## src/rtl/oqpsk_mod_pkg.sv

```systemverilog
// Shared types for the O-QPSK transmit IQ path: sample format, FSM states, rail helper.
// Latency: n/a (types and a pure combinational helper only).
// Backpressure: n/a.
package iq_mod_pkg;

  // 5-bit signed sample, same format the demodulator filters consume
  typedef logic signed [4:0] sample_t;

  // Volts-equivalent per LSB, for reporting amplitudes in the bench
  localparam real QUANTUM = 0.03226;

  typedef enum logic {
    IDLE = 1'b0,
    RUN  = 1'b1
  } state_t;

  // Rail value: zero when inactive, otherwise +/- the pulse magnitude.
  // Magnitude never exceeds 15, so the negation cannot reach -16.
  function automatic sample_t rail_val(input logic act, input logic neg, input logic [3:0] mag);
    sample_t v;
    v = sample_t'({1'b0, mag});
    if (!act) begin
      return '0;
    end
    return neg ? -v : v;
  endfunction

endpackage

```

## src/rtl/oqpsk_mod_if.sv

```systemverilog
// Chip input handshake plus I/Q sample output bundle for oqpsk_mod.
// Latency: n/a (wires only).
// Backpressure: chip side is valid/ready; sample side is a one-cycle strobe, no backpressure.
interface oqpsk_mod_if;
  import iq_mod_pkg::*;

  logic    chip_in;
  logic    chip_valid;
  logic    chip_ready;
  logic    out_valid;
  sample_t i_out;
  sample_t q_out;

  // Chip source / sample sink side
  modport master (
    output chip_in, chip_valid,
    input  chip_ready, out_valid, i_out, q_out
  );

  // Modulator side
  modport slave (
    input  chip_in, chip_valid,
    output chip_ready, out_valid, i_out, q_out
  );

endinterface

```

## src/rtl/oqpsk_mod_half_sine_lut.sv

```systemverilog
// Half-sine pulse magnitude table, phase 0..2*SPC-1 -> round(AMP*sin(pi*n/(2*SPC))).
// Latency: combinational; the table is evaluated at elaboration.
// Backpressure: none.
module half_sine_lut #(
  parameter int SPC = 4,
  parameter int AMP = 15,
  localparam int PW = $clog2(2*SPC)
) (
  input  logic [PW-1:0] phase_i,
  output logic [3:0]    mag_o
);

  localparam real PI = 3.14159265358979;

  // Sine by odd Taylor series after folding into [0, pi/2]; plenty accurate for 4-bit output
  function automatic int sine_mag(input int n);
    real x;
    real x2;
    real term;
    real acc;
    x = PI * real'(n) / real'(2*SPC);
    if (x > PI / 2.0) begin
      x = PI - x;
    end
    x2   = x * x;
    term = x;
    acc  = x;
    for (int k = 1; k < 8; k++) begin
      term = -term * x2 / real'((2*k) * (2*k + 1));
      acc  = acc + term;
    end
    return $rtoi(real'(AMP) * acc + 0.5);
  endfunction

  logic [3:0] tbl [2*SPC];

  for (genvar n = 0; n < 2*SPC; n++) begin : g_tbl
    localparam int V = sine_mag(n);
    assign tbl[n] = V[3:0];
  end

  assign mag_o = tbl[phase_i];

endmodule

```

## src/rtl/oqpsk_mod.sv

```systemverilog
// O-QPSK modulator: even chips to I, odd chips to Q, half-sine shaped, Q offset by one chip.
// Latency: sample registered on its tick edge; first pair (0,0-phase) on the accepting edge.
// Backpressure: chip_ready only at rail boundaries while running; output strobe cannot stall.
module oqpsk_mod
  import iq_mod_pkg::*;
#(
  parameter int SPC     = 4,
  parameter int CLK_DIV = 5,
  parameter int AMP     = 15
) (
  input  logic        clk,
  input  logic        resetn,
  oqpsk_mod_if.slave  bus
);

  localparam int SW = $clog2(2*SPC);
  localparam int DW = $clog2(CLK_DIV);
  localparam logic [SW-1:0] S_LAST = SW'(2*SPC - 1);
  localparam logic [SW-1:0] S_HALF = SW'(SPC);
  localparam logic [DW-1:0] D_LAST = DW'(CLK_DIV - 1);

  state_t          state_q, state_d;
  logic [SW-1:0]   s_q, s_d;
  logic [DW-1:0]   div_q, div_d;
  logic            i_act_q, i_act_d, i_neg_q, i_neg_d;
  logic            q_act_q, q_act_d, q_neg_q, q_neg_d;
  sample_t         i_out_q, i_out_d, q_out_q, q_out_d;
  logic            ov_q, ov_d;

  logic [SW-1:0]   q_phase;
  logic [SW-1:0]   s_next;
  logic [3:0]      i_mag, q_mag;
  logic            div_last, i_bnd, q_bnd, tick;

  assign div_last = (state_q == RUN) && (div_q == D_LAST);
  assign i_bnd    = (s_q == '0);
  assign q_bnd    = (s_q == S_HALF);
  assign tick     = div_last || ((state_q == IDLE) && bus.chip_valid);
  assign s_next   = (s_q == S_LAST) ? '0 : s_q + SW'(1);
  assign q_phase  = (s_q >= S_HALF) ? s_q - S_HALF : s_q + S_HALF;

  assign bus.chip_ready = (state_q == IDLE) || (div_last && (i_bnd || q_bnd));
  assign bus.out_valid  = ov_q;
  assign bus.i_out      = i_out_q;
  assign bus.q_out      = q_out_q;

  half_sine_lut #(.SPC(SPC), .AMP(AMP)) u_lut_i (.phase_i(s_q),     .mag_o(i_mag));
  half_sine_lut #(.SPC(SPC), .AMP(AMP)) u_lut_q (.phase_i(q_phase), .mag_o(q_mag));

  // Next-state: sample emission on tick, chip routing at boundaries, burst start/end
  always_comb begin
    state_d = state_q;
    s_d     = s_q;
    div_d   = div_q;
    i_act_d = i_act_q;
    i_neg_d = i_neg_q;
    q_act_d = q_act_q;
    q_neg_d = q_neg_q;
    i_out_d = i_out_q;
    q_out_d = q_out_q;
    ov_d    = 1'b0;

    // Boundary samples sit at phase 0 where the pulse is zero, so the
    // pre-update rail flags give the same value as the post-update ones.
    if (tick) begin
      i_out_d = rail_val(i_act_q, i_neg_q, i_mag);
      q_out_d = rail_val(q_act_q, q_neg_q, q_mag);
      ov_d    = 1'b1;
    end

    case (state_q)
      IDLE: begin
        if (bus.chip_valid) begin
          state_d = RUN;
          i_act_d = 1'b1;
          i_neg_d = ~bus.chip_in;
          q_act_d = 1'b0;
          s_d     = s_next;
          div_d   = '0;
        end
      end
      RUN: begin
        if (div_last) begin
          div_d = '0;
          s_d   = s_next;
          if (i_bnd) begin
            if (bus.chip_valid) begin
              i_act_d = 1'b1;
              i_neg_d = ~bus.chip_in;
            end else begin
              i_act_d = 1'b0;
              if (!q_act_q) begin
                state_d = IDLE;
                s_d     = '0;
              end
            end
          end else if (q_bnd) begin
            if (bus.chip_valid) begin
              q_act_d = 1'b1;
              q_neg_d = ~bus.chip_in;
            end else begin
              q_act_d = 1'b0;
              if (!i_act_q) begin
                state_d = IDLE;
                s_d     = '0;
              end
            end
          end
        end else begin
          div_d = div_q + DW'(1);
        end
      end
      default: state_d = IDLE;
    endcase
  end

  // State and output registers with synchronous active-low reset
  always_ff @(posedge clk) begin
    if (!resetn) begin
      state_q <= IDLE;
      s_q     <= '0;
      div_q   <= '0;
      i_act_q <= 1'b0;
      i_neg_q <= 1'b0;
      q_act_q <= 1'b0;
      q_neg_q <= 1'b0;
      i_out_q <= '0;
      q_out_q <= '0;
      ov_q    <= 1'b0;
    end else begin
      state_q <= state_d;
      s_q     <= s_d;
      div_q   <= div_d;
      i_act_q <= i_act_d;
      i_neg_q <= i_neg_d;
      q_act_q <= q_act_d;
      q_neg_q <= q_neg_d;
      i_out_q <= i_out_d;
      q_out_q <= q_out_d;
      ov_q    <= ov_d;
    end
  end

endmodule

```

## src/flat_wrapper.sv

```systemverilog
// flat-port wrapper written by rule: the top's interface ports become plain ports
module oqpsk_mod_flat import iq_mod_pkg::*;
#(
  parameter int SPC     = 4,
  parameter int CLK_DIV = 5,
  parameter int AMP     = 15
)
  (clk, resetn, bus_chip_in, bus_chip_valid, bus_chip_ready, bus_out_valid, bus_i_out, bus_q_out);
  oqpsk_mod_if bus_i ();
  input  logic clk;
  input  logic resetn;
  input wire logic [$bits(bus_i.chip_in)-1:0] bus_chip_in;
  input wire logic [$bits(bus_i.chip_valid)-1:0] bus_chip_valid;
  output wire logic [$bits(bus_i.chip_ready)-1:0] bus_chip_ready;
  output wire logic [$bits(bus_i.out_valid)-1:0] bus_out_valid;
  output wire logic [$bits(bus_i.i_out)-1:0] bus_i_out;
  output wire logic [$bits(bus_i.q_out)-1:0] bus_q_out;
  assign bus_i.chip_in = bus_chip_in;
  assign bus_i.chip_valid = bus_chip_valid;
  assign bus_chip_ready = bus_i.chip_ready;
  assign bus_out_valid = bus_i.out_valid;
  assign bus_i_out = bus_i.i_out;
  assign bus_q_out = bus_i.q_out;
  oqpsk_mod #(.SPC(SPC), .CLK_DIV(CLK_DIV), .AMP(AMP)) u_core (.clk(clk), .resetn(resetn), .bus(bus_i));
endmodule
```

## config.mk

```make
export PLATFORM = sky130hd
export DESIGN_NAME = oqpsk_mod_flat
export DESIGN_NICKNAME = d
export VERILOG_FILES = /design/src/rtl/oqpsk_mod_pkg.sv /design/src/rtl/oqpsk_mod_if.sv /design/src/rtl/oqpsk_mod_half_sine_lut.sv /design/src/rtl/oqpsk_mod.sv /design/src/flat_wrapper.sv
export SDC_FILE = /design/constraint.sdc
export NUM_CORES = 1
export LEC_CHECK = 0
export ABC_CLOCK_PERIOD_IN_PS = 2200
export BUFFER_PORTS_ARGS = -buffer_cell sky130_fd_sc_hd__buf_4
export CELL_PAD_IN_SITES_DETAIL_PLACEMENT = 1
export CELL_PAD_IN_SITES_GLOBAL_PLACEMENT = 2
export CORE_MARGIN = 5
export CORE_UTILIZATION = 25
export CTS_CLUSTER_SIZE = 10
export DETAILED_ROUTE_END_ITERATION = 10
export GPL_ROUTABILITY_DRIVEN = 0
export PLACE_DENSITY = 0.59
export SLEW_MARGIN = 10
export SYNTH_ARGS = -nofsm -noshare
export SYNTH_HDL_FRONTEND = slang
export SYNTH_HIERARCHICAL = 1
export SYNTH_SLANG_ARGS = --single-unit
export TNS_END_PERCENT = 30
```

## constraint.sdc

```tcl
create_clock -name clk -period 2.2 [get_ports clk]
set_input_delay 0.44 -clock clk [delete_from_list [all_inputs] [get_ports clk]]
set_output_delay 0.44 -clock clk [all_outputs]
set_load 0.03 [all_outputs]
```

==> results.sh <==
export IMPL_clock_sinks=22
export IMPL_finalSetupTns_ns=0
export IMPL_cts_max_path_buffers=2
export IMPL_startpoint_type="register"
export IMPL_endpoint_kind="output port"
export IMPL_critPathRequiredTime_ns=1.76
export IMPL_path_max_fanout=11
export IMPL_syn_area_um2=1240
export IMPL_period_minus_slack_ns=2.06
export IMPL_ioPinCount=16
export IMPL_synth_area_leaders="dfxtp_1, ha_1, nand2_1"
export IMPL_grt_pass1_wl_um=5340
export IMPL_hold_class="reg -> reg"
export IMPL_grt_usage=0.105
export IMPL_drtAntennaViolNets=0
export IMPL_synth_top_family_by_area="simple AND/OR/NAND/NOR gates"
export IMPL_clockRootBuffer="clkbuf_8"
export IMPL_arrival_ns=1.62
export IMPL_r2r_end="u_core/bus.q_out[2]"
export IMPL_drc=0
export IMPL_path_depth=5
export IMPL_regArea_um2=442
export IMPL_path_delay_family="flip-flops"
export IMPL_synth_top_area_cell="dfxtp_1"
export IMPL_fin_skew_ns=0.00421
export IMPL_final_util=0.302
export IMPL_fin_crit_sh=0.934
export IMPL_synthSimpleGateAreaFrac=0.280
export IMPL_vdd_ir_drop_max_mv=0.214
export IMPL_start_util=0.260
export IMPL_cap_viol_max_count=0
export IMPL_grt_pass1_vias=1115
export IMPL_grt_overflow=0
export IMPL_multi_input_area_um2=709
export IMPL_port_buffers=15
export IMPL_syn_area_per_cell_um2=7.87
export IMPL_setup_worst_path_start="u_core/s_q[1]"
export IMPL_firstDrtPassIters=4
export IMPL_finalNetCount=180
export IMPL_die_x_um=80.3
export IMPL_dr_first_iter_drc_count=20
export IMPL_leakagePower_nw=0.573
export IMPL_reg2reg_depth=8
export IMPL_synth_top_cell_area_share=0.356
export IMPL_h_tree_depth=1
export IMPL_critPathMaxStageDelay_ns=0.50
export IMPL_fp_dieArea_um2=6450
export IMPL_die_h_um=80.3
export IMPL_tightest_slew_ns=0.611
export IMPL_status="completed"
export IMPL_synth_xor_area_frac=0.0283
export IMPL_power_density_nw_per_um2=559
export IMPL_via_per_inst=4.76
export IMPL_wl_um=3140
export IMPL_syn_inst=157
export IMPL_synthMuxAreaShare=0.00810
export IMPL_synth_adder_area_share=0.0709
export IMPL_cts_clk_slew_worst_paths_ns=0.08
export IMPL_synth_compound_area_share=0.186
export IMPL_whs_ns=0.454
export IMPL_synth_seq_area_share=0.356
export IMPL_crit_buf_inv=2
export IMPL_slew_headroom=0.593
export IMPL_path_class="reg -> out"
export IMPL_fmax_mhz=486
export IMPL_hpwl_um=2290
export IMPL_synth_seq_cells=22
export IMPL_fillCellCount=594
export IMPL_layout_area_overhead_vs_synth_pct=16.0
export IMPL_antenna_found_initial=0
export IMPL_vias=1115
export IMPL_wire_per_inst_um=13.4
export IMPL_synth_nets=168
export IMPL_cts_buffers=3
export IMPL_yosysUniqueCellTypes=36
export IMPL_rows=25
export IMPL_crit_path_end="bus_chip_ready"
export IMPL_timing_rr_start="u_core/s_q[2]"
export IMPL_setup_viol=0
export IMPL_ys_warn_count=6
export IMPL_tritoncts="yes"
export IMPL_clk_latency_ns=0.26
export IMPL_rsz0062_at_grt="false"
export IMPL_timing_final_hold_violations=0
export IMPL_core_area_um2=4750
export IMPL_reg2reg_setup_slack_ns=0.36
export IMPL_crit_chain="inv_1 > ha_1 > and3_1 > nand2b_1 > buf_4"
export IMPL_post_route_cells_drive_above_1_share=0.156
export IMPL_slowest_stage="dfxtp_1"
export IMPL_finalMaxSlewViolations=0
export IMPL_num_antenna_cells=0
export IMPL_grt_max_degree=29
[report_power, final]
part	switching [W]	internal, W	leakage (nW)
clock	0.000134	0.000122	0.0216
combinational	0.0000684	0.0000457	0.372
sequential	0.0000221	0.000410	0.179
[flip-flops by register name, indices dropped and copies added, names as in the netlist]
signal,cells
u_core/s_q,3
u_core/bus.q_out,5
u_core/bus.out_valid,1
u_core/bus.i_out,5
u_core/div_q,3
u_core/q_neg_q,1
u_core/q_act_q,1
u_core/state_q,1
u_core/i_neg_q,1
u_core/i_act_q,1
[how the worst min path moves through the flow]
stage | start | to | slack, ns | depth (start not counted)
2_1_floorplan | u_core/i_neg_q | u_core/bus.i_out[4] | 0.50 | 2
3_3_place_gp | u_core/bus.q_out[1] | u_core/bus.q_out[1] | 0.44 | 2
3_5_place_dp | u_core/bus.q_out[4] | u_core/bus.q_out[4] | 0.45 | 2
4_1_cts | bus_chip_valid | u_core/state_q | 0.46 | 3
5_1_grt | bus_chip_in | u_core/i_neg_q | 0.47 | 3
6_report | u_core/bus.q_out[4] | u_core/bus.q_out[4] | 0.45 | 2
[cells in the final DEF, fill, tap and decap left out, drive strengths merged]
cell type,netlist,final
nor3b,1,1
nand4,5,5
o211a,1,1
dfxtp,22,22
and3,3,3
and2,3,3
a21oi,3,3
inv,12,12
a41o,1,1
a21boi,10,10
nand3,15,15
o31ai,2,2
o221a,1,1
ha,7,7
o21ai,12,12
nand2b,4,4
nor2,11,11
nand4b,1,1
clkbuf,4,3
xor2,2,2
o21a,1,1
nor3,1,1
nor2b,2,2
a21o,2,2
nand2,22,22
or3,2,2
xnor2,2,2
mux2i,1,1
buf,4,15
[layout make-up]
cell class	instances	share of cell area
clock buffer	3	0.0288
inverter	12	0.0314
multi-input combinational	115	0.495
sequential	22	0.308
tap	67	0.0585
timing repair buffer	15	0.0785
[metal layers]
layer / global-route usage / vias to the layer above / routed length, um
met1: 0.121 / 542 / 1440
met2: 0.190 / 14 / 1570
met3: 0.0303 / 2 / 110
met4: 0.0236 / 0 / 15
li1: - / 557 / -
met5: 0 / - / 0
[cell usage after synthesis]
cell and n:
a21boi_0 1, a21boi_1 9, a21o_1 2, a21oi_1 3, a41o_1 1, and2_1 3, and3_1 1, and3_2 2
buf_2 3, buf_6 1, clkbuf_1 4, dfxtp_1 22, ha_1 7, inv_1 11, inv_2 1, mux2i_1 1
nand2_1 22, nand2b_1 4, nand3_1 14, nand3_2 1, nand4_1 5, nand4b_1 1, nor2_1 11, nor2b_1 2
nor3_1 1, nor3b_1 1, o211a_1 1, o21a_4 1, o21ai_0 7, o21ai_1 4, o21ai_2 1, o221a_2 1
o31ai_1 2, or3_1 2, xnor2_1 2, xor2_1 2
[worst reg2reg max path, stage by stage, from the launching register on]
cell and delay, ns:
dfxtp_1 0.56, inv_1 0.14, or3_1 0.35, inv_1 0.08, ha_1 0.16, nand2b_1 0.12
xnor2_1 0.12, nand3_1 0.09, a21boi_1 0.16
[cell families (layout without fill, tap and decap cells)]
family                     after synthesis  count (layout)
muxes                                    1               1
buffers and inverters                   20              30
and+or+nand+nor                         70              70
DFF                                     22              22
xor gates and xnor gates                 4               4
AOI/OAI and AO/OA                       33              33
adders and majority gates                7               7
[what timing repair did]
item / in CTS / in global routing
buffers inserted: 0 / 0
setup endpoints to repair: 0 / 1
gates resized for setup: 0 / 1
hold buffers: 0 / 0
[through the flow]
stage | setup WS, ns | power (W) | std cells | instance area, um^2
2_1_floorplan | 0.545 | 0.000523 | 157 | 1240
3_3_place_gp | 0.402 | 0.000554 | 231 | 1390
3_5_place_dp | 0.354 | 0.000557 | 231 | 1390
4_1_cts | 0.0502 | 0.000829 | 234 | 1430
5_1_grt | 0.0136 | 0.000852 | 234 | 1430
6_report | 0.144 | 0.000802 | 234 | 1430
(Power assumes the default switching activity.)
